<file path="config.mk">
export PLATFORM = sky130hd
export DESIGN_NAME = imem_loader
export DESIGN_NICKNAME = d
export VERILOG_FILES = /design/src/rtl/mips_pkg.sv /design/src/rtl/imem_loader_byte_to_word_packer.sv /design/src/rtl/imem_loader.sv
export SDC_FILE = /design/constraint.sdc
export NUM_CORES = 1
export LEC_CHECK = 0
export CORE_MARGIN = 2
export CORE_UTILIZATION = 45
export CTS_BUF_LIST = sky130_fd_sc_hd__clkbuf_2
export DETAILED_ROUTE_END_ITERATION = 10
export PLACE_DENSITY = 0.68
export REMOVE_ABC_BUFFERS = 1
export SYNTH_ARGS = -nofsm -noshare
export SYNTH_HDL_FRONTEND = slang
export SYNTH_SLANG_ARGS = --single-unit
</file>
<file path="constraint.sdc">
create_clock -name clk -period 7.6 [get_ports clk]
set_clock_uncertainty 0.1 [all_clocks]
set_input_delay 2.28 -clock clk [delete_from_list [all_inputs] [get_ports clk]]
set_output_delay 2.28 -clock clk [all_outputs]
set_load 0.05 [all_outputs]
</file>
<file path="src/rtl/mips_pkg.sv">
// Shared definitions for the instruction-memory loader: state encoding and
// stream framing constants.
package mips_pkg;

  localparam int WORD_W         = 32;
  localparam int BYTES_PER_WORD = 4;
  localparam int HDR_BYTES      = 2;

  typedef enum logic [2:0] {
    ST_LEN  = 3'd0,
    ST_DATA = 3'd1,
    ST_CSUM = 3'd2,
    ST_DONE = 3'd3,
    ST_ERR  = 3'd4
  } loader_state_t;

endpackage

</file>
<file path="src/rtl/imem_loader_byte_to_word_packer.sv">
// Packs accepted stream bytes into big-endian words; pulses o_word_valid for
// one cycle after the last byte of each word, with the word held on o_word.
module byte_to_word_packer
  import mips_pkg::*;
(
  input  logic              i_clk,
  input  logic              i_reset,
  input  logic              i_valid,
  input  logic [7:0]        i_byte,
  output logic              o_last,
  output logic              o_word_valid,
  output logic [WORD_W-1:0] o_word
);

  localparam int CNT_W = $clog2(BYTES_PER_WORD);
  localparam logic [CNT_W-1:0] LP_LAST = CNT_W'(BYTES_PER_WORD - 1);

  logic [CNT_W-1:0]  r_cnt;
  logic [WORD_W-1:0] r_shift;
  logic              r_word_valid;
  logic [WORD_W-1:0] r_word;
  logic [WORD_W-1:0] w_next;

  // Earlier bytes move toward the MSB, so the first byte ends in [31:24].
  assign w_next       = {r_shift[WORD_W-9:0], i_byte};
  assign o_last       = (r_cnt == LP_LAST);
  assign o_word_valid = r_word_valid;
  assign o_word       = r_word;

  always_ff @(posedge i_clk) begin
    if (i_reset) begin
      r_cnt        <= '0;
      r_shift      <= '0;
      r_word_valid <= 1'b0;
      r_word       <= '0;
    end else begin
      r_word_valid <= 1'b0;
      if (i_valid) begin
        r_shift <= w_next;
        r_cnt   <= r_cnt + 1'b1;
        if (o_last) begin
          r_word_valid <= 1'b1;
          r_word       <= w_next;
        end
      end
    end
  end

endmodule

</file>
<file path="src/rtl/imem_loader.sv">
// Streams a length-prefixed program into instruction memory and holds the
// core in reset until loaded. Optional trailing checksum: IMEM_LOADER_CHECKSUM_EN.
module imem_loader
  import mips_pkg::*;
#(
  parameter int                 DEPTH     = 256,
  parameter int                 ADDR_W    = 32,
  parameter logic [ADDR_W-1:0]  BASE_ADDR = '0
) (
  input  logic              clk,
  input  logic              reset,
  input  logic              start,
  input  logic [7:0]        s_data,
  input  logic              s_valid,
  output logic              s_ready,
  output logic              imem_we,
  output logic [ADDR_W-1:0] imem_addr,
  output logic [WORD_W-1:0] imem_wdata,
  output logic              core_reset,
  output logic              load_done,
  output logic              load_err,
  output loader_state_t     dbg_state
);

  localparam int HDR_W = (HDR_BYTES > 1) ? $clog2(HDR_BYTES) : 1;
  localparam logic [HDR_W-1:0] LP_HDR_LAST = HDR_W'(HDR_BYTES - 1);
  localparam logic [16:0]      LP_DEPTH    = 17'(DEPTH);

  loader_state_t     r_state;
  logic              r_s_ready;
  logic              r_core_reset;
  logic              r_load_done;
  logic              r_load_err;
  logic [HDR_W-1:0]  r_hdr_cnt;
  logic [15:0]       r_len;
  logic [15:0]       r_index;
  logic [ADDR_W-1:0] r_addr;
`ifdef IMEM_LOADER_CHECKSUM_EN
  logic [7:0]        r_xor;
`endif

  logic              w_acc;
  logic              w_acc_data;
  logic              w_last_byte;
  logic              w_word_valid;
  logic [WORD_W-1:0] w_word;
  logic [15:0]       w_len_next;

  assign w_acc      = s_valid && r_s_ready;
  assign w_acc_data = w_acc && (r_state == ST_DATA);
  assign w_len_next = {r_len[7:0], s_data};

  byte_to_word_packer u_packer (
    .i_clk        (clk),
    .i_reset      (reset),
    .i_valid      (w_acc_data),
    .i_byte       (s_data),
    .o_last       (w_last_byte),
    .o_word_valid (w_word_valid),
    .o_word       (w_word)
  );

  assign s_ready    = r_s_ready;
  assign imem_we    = w_word_valid;
  assign imem_wdata = w_word;
  assign imem_addr  = r_addr;
  assign core_reset = r_core_reset;
  assign load_done  = r_load_done;
  assign load_err   = r_load_err;
  assign dbg_state  = r_state;

  always_ff @(posedge clk) begin
    if (reset) begin
      r_state      <= ST_LEN;
      r_s_ready    <= 1'b1;
      r_core_reset <= 1'b1;
      r_load_done  <= 1'b0;
      r_load_err   <= 1'b0;
      r_hdr_cnt    <= '0;
      r_len        <= '0;
      r_index      <= '0;
      r_addr       <= BASE_ADDR;
`ifdef IMEM_LOADER_CHECKSUM_EN
      r_xor        <= '0;
`endif
    end else begin
      // The address register already points at the word being written.
      if (w_word_valid) begin
        r_index <= r_index + 16'd1;
        r_addr  <= r_addr + ADDR_W'(4);
      end
`ifdef IMEM_LOADER_CHECKSUM_EN
      if (w_acc_data) r_xor <= r_xor ^ s_data;
`endif
      case (r_state)
        ST_LEN: begin
          if (w_acc) begin
            r_len <= w_len_next;
            if (r_hdr_cnt == LP_HDR_LAST) begin
              r_hdr_cnt <= '0;
              if (w_len_next == 16'd0) begin
                r_state      <= ST_DONE;
                r_s_ready    <= 1'b0;
                r_core_reset <= 1'b0;
                r_load_done  <= 1'b1;
              end else if ({1'b0, w_len_next} > LP_DEPTH) begin
                r_state    <= ST_ERR;
                r_s_ready  <= 1'b0;
                r_load_err <= 1'b1;
              end else begin
                r_state <= ST_DATA;
                r_index <= '0;
                r_addr  <= BASE_ADDR;
              end
            end else begin
              r_hdr_cnt <= r_hdr_cnt + 1'b1;
            end
          end
        end
        ST_DATA: begin
          // Leave on the last byte; its write lands in the first cycle of the next state.
          if (w_acc && w_last_byte && (r_index == r_len - 16'd1)) begin
`ifdef IMEM_LOADER_CHECKSUM_EN
            r_state <= ST_CSUM;
`else
            r_state      <= ST_DONE;
            r_s_ready    <= 1'b0;
            r_core_reset <= 1'b0;
            r_load_done  <= 1'b1;
`endif
          end
        end
`ifdef IMEM_LOADER_CHECKSUM_EN
        ST_CSUM: begin
          if (w_acc) begin
            r_s_ready <= 1'b0;
            if (s_data == r_xor) begin
              r_state      <= ST_DONE;
              r_core_reset <= 1'b0;
              r_load_done  <= 1'b1;
            end else begin
              r_state    <= ST_ERR;
              r_load_err <= 1'b1;
            end
          end
        end
`endif
        ST_DONE: begin
          if (start) begin
            r_state      <= ST_LEN;
            r_s_ready    <= 1'b1;
            r_core_reset <= 1'b1;
            r_load_done  <= 1'b0;
            r_index      <= '0;
            r_addr       <= BASE_ADDR;
`ifdef IMEM_LOADER_CHECKSUM_EN
            r_xor        <= '0;
`endif
          end
        end
        ST_ERR: begin
          if (start) begin
            r_state    <= ST_LEN;
            r_s_ready  <= 1'b1;
            r_load_err <= 1'b0;
            r_index    <= '0;
            r_addr     <= BASE_ADDR;
`ifdef IMEM_LOADER_CHECKSUM_EN
            r_xor      <= '0;
`endif
          end
        end
        default: begin
          r_state   <= ST_LEN;
          r_s_ready <= 1'b1;
        end
      endcase
    end
  end

endmodule

</file>
==> flow_metrics.py, run 1 <==
metrics = {
    "status": {
        "status": "complete, no violations",
    },
    "power_and_ir_drop": {
        "p_per_area_mw_per_mm2": 213,
        "vdd_drop_max_mv": 0.109,
        "power_mw": 1.42,
        "p_leak_nw": 2.25,
    },
    "synth": {
        "synth_area_leaders": "dfxtp_1, nand2_1, a21oi_1",
        "synth.avg_cell_area_um2": 7.99,
        "synth_top_family_by_area": "simple AND/OR/NAND/NOR gates",
        "async_flop_share": 0,
        "synth.distinct_cells": 52,
        "synth_seq_cells": 129,
        "synth_xor_area_frac": 0.0998,
        "synth_top_area_frac": 0.460,
        "muxShareOfSynthArea": 0.00535,
        "synth_ff_type": "dfxtp_1",
        "syn_area_mm2": 0.00562,
        "synth-edff-count": 0,
        "synth_warnings": 0,
        "synth_area_leader_cell": "dfxtp_1",
        "seq_area_frac_synth": 0.460,
        "synthAdderAreaFrac": 0.0111,
        "synth_compound_area_frac": 0.117,
        "synth-simple-area-share": 0.266,
        "synth_cells": 703,
    },
    "timing": {
        "rsz0062_at_grt": "false",
        "hold_slack_ns": 0.350,
        "finalCritPeriodShare": 0.619,
        "finalSetupViolCount": 0,
        "worst_pin_slew_ns": 1.14,
        "worst_slack_ns": 2.89,
        "slew_headroom": 0.236,
        "hold_viol": 0,
        "maxSlewViolCount": 0,
        "max_freq_mhz": 212,
        "fin_crit_ns": 4.71,
        "tns_ns": 0,
    },
    "cts": {
        "cts_resized": 0,
        "post-cts-setup-buffer-count": 0,
        "clock-sinks": 129,
        "tritoncts": "built",
        "hold_buffers": 0,
        "path_clk_slew_ns": 0.19,
        "htreeDepth": 4,
        "cts_buffers": 17,
        "cts_buffer_depth": 2,
        "root_buffer": "clkbuf_2",
        "clk_latency_ns": 0.68,
    },
    "floorplanning": {
        "start_util": 0.464,
        "rows": 40,
        "core_area_mm2": 0.0121,
        "die_w_um": 116,
        "die_area_mm2": 0.0134,
        "die_h_um": 116,
        "io_pins": 84,
    },
    "critical_path": {
        "reg2reg_setup_slack_ns": 4.67,
        "worst-path-max-fanout": 46,
        "crit_path_cell_trace": "clkdlybuf4s50_1, nor4_1, a31oi_1, nor4_1, a21oi_1, o21bai_4, nor2_1",
        "r2r_cells": 5,
        "critPathLaunchType": "input pin",
        "crit_arrival_ns": 5.14,
        "crit_path_end_kind": "register",
        "crit_slowest_cell": "o21bai_4",
        "path_class": "in -> reg",
        "max_stage_delay_ns": 0.86,
        "worst_path_most_repeated_cell": "nor4_1",
        "timing.rr.end": "r_index[5]",
        "required_ns": 8.03,
        "rr_startpoint": "r_len[4]",
    },
    "drt": {
        "vias_per_cell": 5.16,
        "route.vias.total": 4869,
        "routed_wl_mm": 12.6,
        "drc": 0,
        "postRouteAntennaNets": 0,
        "wire_per_inst_um": 13.4,
        "firstDrtPassIters": 4,
        "top_layer_used": "met4",
        "wl_met2_mm": 6.03,
        "drtIter0Drc": 326,
        "wl_met1_mm": 5.85,
        "met3_wirelength_um": 661,
    },
    "placement": {
        "post_dp_cell_area_mm2": 0.00648,
        "dp_hpwl_mm": 8.55,
        "gp_congestion": 0.825,
        "placed_cells": 913,
        "post-place-ws_ns": 2.17,
        "portBuffers": 81,
    },
    "worst_hold_path": {
        "min_from": "u_packer.r_shift[17]",
        "whs_path_depth": 2,
        "hold_end": "u_packer.o_word[25]",
        "min_path_type": "reg -> reg",
    },
    "layout": {
        "final.fill_count": 1185,
        "fin_cells": 943,
        "nets": 781,
        "antenna_cells": 0,
        "fin_area_mm2": 0.00666,
        "syn2layout_area_growth_pct": 18.6,
        "final_core_util": 0.550,
        "final_layout_size_suffix_gt1_frac": 0.0594,
    },
    "grt": {
        "grt_first_pass_wirelength_mm": 20.9,
        "antenna_found_initial": 0,
        "gr-usage-all-layers": 0.195,
        "first_global_vias": 4504,
        "grt-ovfl-total": 0,
        "grt_max_degree": 69,
    },
    "job": {
        "maxCapViolCount": 0,
    },
}
[flip-flops by register name, summed over array words and instances, names as in the netlist, 2 cells and up]
name / cells
dbg_state: 3
u_packer.r_cnt: 2
u_packer.o_word: 32
u_packer.r_shift: 24
r_index: 16
imem_addr: 30
r_len: 16
[where the power goes]
group          total (mW)  switching (mW)  internal (mW)  leakage (nW)
registers           0.743          0.0414          0.702          1.04
clock network       0.352           0.234          0.117         0.128
logic               0.324           0.209          0.116          1.09
[layout make-up]
| type | count | area (um^2) | share of cell area |
|---|---|---|---|
| Tap cell | 168 | 210 | 0.0316 |
| Multi-Input combinational cell | 523 | 2830 | 0.425 |
| Sequential cell | 129 | 2580 | 0.388 |
| Inverter | 9 | 33.8 | 0.00507 |
| Timing Repair Buffer | 84 | 828 | 0.124 |
| Clock inverter | 8 | 66.3 | 0.00995 |
| Clock buffer | 22 | 110 | 0.0165 |
[metal layers]
metal | GRT usage | vias up
met4 | 0.0563 | 0
met1 | 0.245 | 2282
met5 | 0 | -
li1 | - | 2462
met3 | 0.0643 | 14
met2 | 0.321 | 111
[Yosys cell counts, drive strengths merged, types with 2 or more instances]
library cell / number
nor4: 6
mux2i: 3
a21o: 3
ha: 5
and4: 2
o21ai: 7
inv: 9
nor2: 69
nand3: 19
o2111ai: 2
dfxtp: 129
nand2: 177
nor3: 15
or3b: 2
a31oi: 4
a21oi: 83
xor2: 30
nor2b: 3
clkbuf: 32
o21a: 2
xnor2: 34
nor3b: 2
o31ai: 2
buf: 11
nand4: 18
or4: 3
and3: 10
or3: 7
[cell usage in the layout, fill, tap and decap left out, types with 3 or more instances in the layout]
cell and count:
xnor2_1 34, nand4_1 17, nor3_1 14, nor4_1 4, and3_1 10, buf_4 3, nor2b_1 3, nand3_1 19
dfxtp_1 129, clkbuf_2 22, ha_1 5, a31oi_1 4, mux2i_1 3, clkinv_2 4, clkdlybuf4s50_1 80, a21oi_1 83
nand2_1 177, or3_1 7, o21ai_0 7, xor2_1 30, inv_1 9, nor2_1 69
[critical path, delay by kind of cell]
kind	cells	cell delay, ns
compound gates	3	1.22
simple gates	3	1.13
buf+inv	1	0.49
[how the worst max path moves through the flow]
stage / from / to / cells after the start / slack, ns
after floorplan: s_data[4] / imem_addr[10] / 6 / 2.36
after global placement: s_data[4] / imem_addr[17] / 7 / 2.16
after detailed placement: s_data[4] / r_index[5] / 7 / 2.17
after CTS: s_data[4] / r_index[5] / 7 / 2.92
after global routing: s_data[4] / imem_addr[9] / 7 / 2.67
final: s_data[4] / r_index[5] / 7 / 2.89
[logic make-up (layout without fill, tap and decap cells)]
kind of cell | Yosys count | after routing
AO/OA/AOI/OAI | 113 | 113
XOR/XNOR | 64 | 64
adder cells (fa/ha/maj) | 5 | 5
buffers and inverters | 52 | 123
flip-flops | 129 | 129
multiplexers | 3 | 3
other | 1 | 2
AND/OR/NAND/NOR | 336 | 336
(Power assumes the default switching activity.)
==> inputs of run 2 (changes only) <==
==> constraint.sdc (replaced) <==
create_clock -name clk -period 4.7 [get_ports clk]
set_clock_uncertainty 0.1 [all_clocks]
set_input_delay 1.41 -clock clk [delete_from_list [all_inputs] [get_ports clk]]
set_output_delay 1.41 -clock clk [all_outputs]
set_load 0.05 [all_outputs]
==> run 2 against run 1 <==
  * Sequential power grew 62%
  * Critical path depth shrank 6
  * Power grew 61%
  * Worst setup slack lost 1.9 ns
  * Clock power grew 56%
  * Routed wire length shrank 1.9%
  * Combinational power grew 65%
  * Sequential share of layout area shrank 0.17 points
  * Cell count grew 0.32%
  * Highest routed layer unchanged
==> flow_metrics.py, run 2 (synthesis results as in run 1) <==
metrics = {
    "grt": {
        "antenna_found_initial": 0,
        "grt_first_pass_wirelength_mm": 20.9,
        "first_global_vias": 4422,
        "grt_max_degree": 64,
        "grt-ovfl-total": 0,
        "gr-usage-all-layers": 0.193,
    },
    "cts": {
        "cts_buffers": 17,
        "cts_resized": 0,
        "post-cts-setup-buffer-count": 0,
        "htreeDepth": 4,
        "root_buffer": "clkbuf_2",
        "tritoncts": "built",
        "cts_buffer_depth": 2,
        "clock-sinks": 129,
        "hold_buffers": 0,
        "path_clk_slew_ns": 0.16,
        "clk_latency_ns": 0.65,
    },
    "timing": {
        "tns_ns": 0,
        "max_freq_mhz": 270,
        "worst_pin_slew_ns": 0.877,
        "rsz0062_at_grt": "false",
        "slew_headroom": 0.415,
        "hold_viol": 0,
        "finalSetupViolCount": 0,
        "finalCritPeriodShare": 0.789,
        "maxSlewViolCount": 0,
        "fin_crit_ns": 3.71,
    },
    "drt": {
        "vias_per_cell": 5.17,
        "postRouteAntennaNets": 0,
        "drtIter0Drc": 276,
        "drc": 0,
        "route.vias.total": 4892,
        "routed_wl_mm": 12.4,
        "wire_per_inst_um": 13.1,
        "firstDrtPassIters": 4,
    },
    "layout": {
        "syn2layout_area_growth_pct": 19.1,
        "final_common_cell": "nand2_1",
        "final_cell_mix": "nand2_1, dfxtp_1, a21oi_1, clkdlybuf4s50_1, nor2_1",
        "antenna_cells": 0,
        "final.fill_count": 1169,
        "nets": 784,
        "final_layout_size_suffix_gt1_frac": 0.0591,
        "largest_register_ffs": 32,
        "final_core_util": 0.552,
    },
    "floorplanning": {
        "start_util": 0.464,
        "die_h_um": 116,
        "rows": 40,
        "die_area_mm2": 0.0134,
        "io_pins": 84,
        "die_w_um": 116,
        "core_area_mm2": 0.0121,
    },
    "power_and_ir_drop": {
        "p_per_area_mw_per_mm2": 341,
        "p_leak_nw": 2.26,
        "vdd_drop_max_mv": 0.199,
    },
    "critical_path": {
        "critPathLaunchType": "register",
        "crit_path_end_kind": "output port",
        "crit_path_cell_trace": "clkdlybuf4s50_1",
        "required_ns": 3.19,
        "crit_slowest_cell": "clkdlybuf4s50_1",
        "cp_top_family": "buffers and inverters",
        "path_class": "reg -> out",
        "max_stage_delay_ns": 0.90,
        "crit_arrival_ns": 2.20,
        "crit_buf_inv": 1,
        "worst-path-max-fanout": 13,
    },
    "placement": {
        "portBuffers": 81,
        "gp_congestion": 0.846,
        "dp_hpwl_mm": 8.57,
    },
    "status": {
        "status": "complete, no violations",
    },
    "job": {
        "maxCapViolCount": 0,
    },
    "worst_hold_path": {
        "min_path_type": "reg -> reg",
    },
}
-- run 2: cell count changes in the layout (fill, tap and decap cells not counted), sizes merged --
cell and delta:
buf +3, clkinv +1, clkinvlp +1, clkbuf -2
-- run 2: path summary, 6_finish.rpt --
kind,cells past startpoint,to,slack [ns],startpoint
worst max-delay path,1,imem_we,0.99,u_packer.o_word_valid
worst min-delay path,2,u_packer.o_word[29],0.36,u_packer.r_shift[21]
worst max register to register,6,core_reset,1.97,r_len[5]
worst min register to register,2,u_packer.o_word[29],0.36,u_packer.r_shift[21]
-- run 2: final cells by class --
type                            instances  area [um^2]  area share
Clock buffer                           20          100      0.0150
Sequential cell                       129         2580       0.386
Inverter                                9         33.8     0.00505
Multi-Input combinational cell        523         2830       0.423
Timing Repair Buffer                   87          863       0.129
Clock inverter                         10         71.3      0.0107
Tap cell                              168          210      0.0314
-- run 2: routing by layer --
layer | vias up | share of wire | global-route usage
met5 | - | 0 | 0
met4 | 0 | 0.0084 | 0.0492
met3 | 9 | 0.054 | 0.0696
met2 | 104 | 0.48 | 0.316
met1 | 2312 | 0.46 | 0.243
li1 | 2467 | - | -
-- run 2: through the flow --
step / total power, mW / hold WS, ns / setup slack [ns] / std cells / cell area (um^2)
finish: 2.28 / 0.363 / 0.990 / 946 / 6690
detailed placement: 1.75 / 0.347 / 0.616 / 916 / 6520
global route: 2.42 / 0.377 / 0.795 / 946 / 6690
CTS: 2.30 / 0.367 / 0.923 / 946 / 6690
global placement: 1.75 / 0.341 / 0.669 / 916 / 6520
floorplan: 1.58 / 0.326 / 0.327 / 661 / 5430
-- run 2: power by group --
group          switching (mW)  internal (mW)  total, mW
clock network           0.369          0.179      0.549
registers              0.0642           1.14       1.20
logic                   0.338          0.197      0.535
==> inputs of run 3 (changes only) <==
==> constraint.sdc (replaced) <==
create_clock -name clk -period 3.5 [get_ports clk]
set_clock_uncertainty 0.1 [all_clocks]
set_input_delay 1.05 -clock clk [delete_from_list [all_inputs] [get_ports clk]]
set_output_delay 1.05 -clock clk [all_outputs]
set_load 0.05 [all_outputs]
==> run 3 against run 2 <==
  * Cell count is 0.85% higher
  * Critical path depth stayed put
  * Design area is 1.0% higher
  * Worst setup slack worse by 0.74 ns
  * Count of clock-buffer cells in the layout is 3 lower
  * Combinational power is 39% higher
  * Via count is 0.47% higher
  * Power is 37% higher
  * Critical path type unchanged
  * First-iteration DRC count is 16% lower
  * Critical endpoint is now dbg_state[2]
  * Core utilization is 0.56 points higher
  * Sequential share of layout area is 0.39 points lower
==> flow_metrics.py, run 3 (synthesis results as in run 1) <==
metrics = {
    "power_and_ir_drop": {
        "p_leak_nw": 2.32,
        "power_mw": 3.13,
        "vdd_drop_max_mv": 0.258,
        "p_per_area_mw_per_mm2": 463,
    },
    "cts": {
        "path_clk_slew_ns": 0.20,
        "clock-sinks": 129,
        "hold_buffers": 0,
        "htreeDepth": 4,
        "post-cts-setup-buffer-count": 0,
        "cts_resized": 0,
        "clk_latency_ns": 0.72,
        "cts_buffer_depth": 2,
        "cts_buffers": 17,
        "root_buffer": "clkbuf_2",
        "tritoncts": "built",
    },
    "drt": {
        "wire_per_inst_um": 13.2,
        "routed_wl_mm": 12.6,
        "drtIter0Drc": 232,
        "postRouteAntennaNets": 0,
        "drc": 0,
        "route.vias.total": 4915,
        "vias_per_cell": 5.15,
        "firstDrtPassIters": 4,
    },
    "grt": {
        "grt_max_degree": 74,
        "use_met2": 0.325,
        "antenna_found_initial": 0,
        "met1_usage": 0.255,
        "first_global_vias": 4684,
        "grt_first_pass_wirelength_mm": 21.6,
        "use_met3": 0.0654,
        "grt-ovfl-total": 0,
        "busiest_layer": "met2",
        "gr-usage-all-layers": 0.202,
    },
    "critical_path": {
        "required_ns": 2.35,
        "crit_path_end_kind": "output port",
        "crit_arrival_ns": 2.10,
        "worst-path-max-fanout": 11,
        "crit_path_cell_trace": "clkdlybuf4s50_1",
        "crit_buf_inv": 1,
        "cp_top_family": "buffers and inverters",
        "crit_slowest_cell": "clkdlybuf4s50_1",
        "path_class": "reg -> out",
        "max_stage_delay_ns": 0.87,
        "critPathLaunchType": "register",
    },
    "timing": {
        "slew_headroom": 0.408,
        "rsz0062_at_grt": "false",
        "hold_slack_ns": 0.363,
        "worst_slack_ns": 0.249,
        "max_freq_mhz": 308,
        "tns_ns": 0,
        "finalSetupViolCount": 0,
        "maxSlewViolCount": 0,
        "finalCritPeriodShare": 0.929,
        "hold_viol": 0,
        "worst_pin_slew_ns": 0.888,
        "fin_crit_ns": 3.25,
    },
    "layout": {
        "final_cell_mix": "nand2_1, dfxtp_1, a21oi_1, clkdlybuf4s50_1, nor2_1",
        "antenna_cells": 0,
        "fin_area_mm2": 0.00676,
        "fin_cells": 954,
        "syn2layout_area_growth_pct": 20.3,
        "nets": 791,
        "final_core_util": 0.558,
        "final_layout_size_suffix_gt1_frac": 0.0687,
        "largest_register_ffs": 32,
        "final_common_cell": "nand2_1",
    },
    "status": {
        "status": "complete, no violations",
    },
    "placement": {
        "dp_hpwl_mm": 8.64,
        "portBuffers": 81,
        "post_dp_cell_area_mm2": 0.00657,
        "placed_cells": 923,
        "post-place-ws_ns": 0.0741,
        "gp_congestion": 0.826,
    },
    "floorplanning": {
        "die_w_um": 116,
        "die_h_um": 116,
        "die_area_mm2": 0.0134,
        "io_pins": 84,
        "core_area_mm2": 0.0121,
        "rows": 40,
        "start_util": 0.464,
    },
    "worst_hold_path": {
        "min_path_type": "reg -> reg",
    },
    "job": {
        "maxCapViolCount": 0,
    },
}
==> run 3: routing by layer <==
metal  vias to the layer above  wire length [um]
li1                       2484                 -
met2                       108              6050
met1                      2305              5810
met5                         -                 0
met3                        18               604
met4                         0               157
==> run 3: final timing paths <==
kind	end	startpoint	depth (start not counted)	slack, ns
max reg2reg	core_reset	r_len[5]	6	0.74
min reg2reg	u_packer.r_shift[16]	u_packer.r_shift[8]	2	0.36
min	u_packer.r_shift[16]	u_packer.r_shift[8]	2	0.36
max	dbg_state[2]	dbg_state[2]	1	0.25
==> run 3: area by class of cell <==
type,count,area (um^2)
Clock buffer,17,85.1
Sequential cell,129,2580
Inverter,9,33.8
Fill cell,1116,5350
Multi-Input combinational cell,523,2830
Timing Repair Buffer,94,918
Tap cell,168,210
Clock inverter,14,98.8
==> run 3: power breakdown <==
| part | switching [mW] | internal (mW) | total (mW) | leakage [nW] |
|---|---|---|---|---|
| Clock | 0.537 | 0.237 | 0.774 | 0.121 |
| Sequential | 0.0865 | 1.52 | 1.61 | 1.04 |
| Combinational | 0.459 | 0.285 | 0.744 | 1.16 |
| Total | 1.08 | 2.05 | 3.13 | 2.32 |
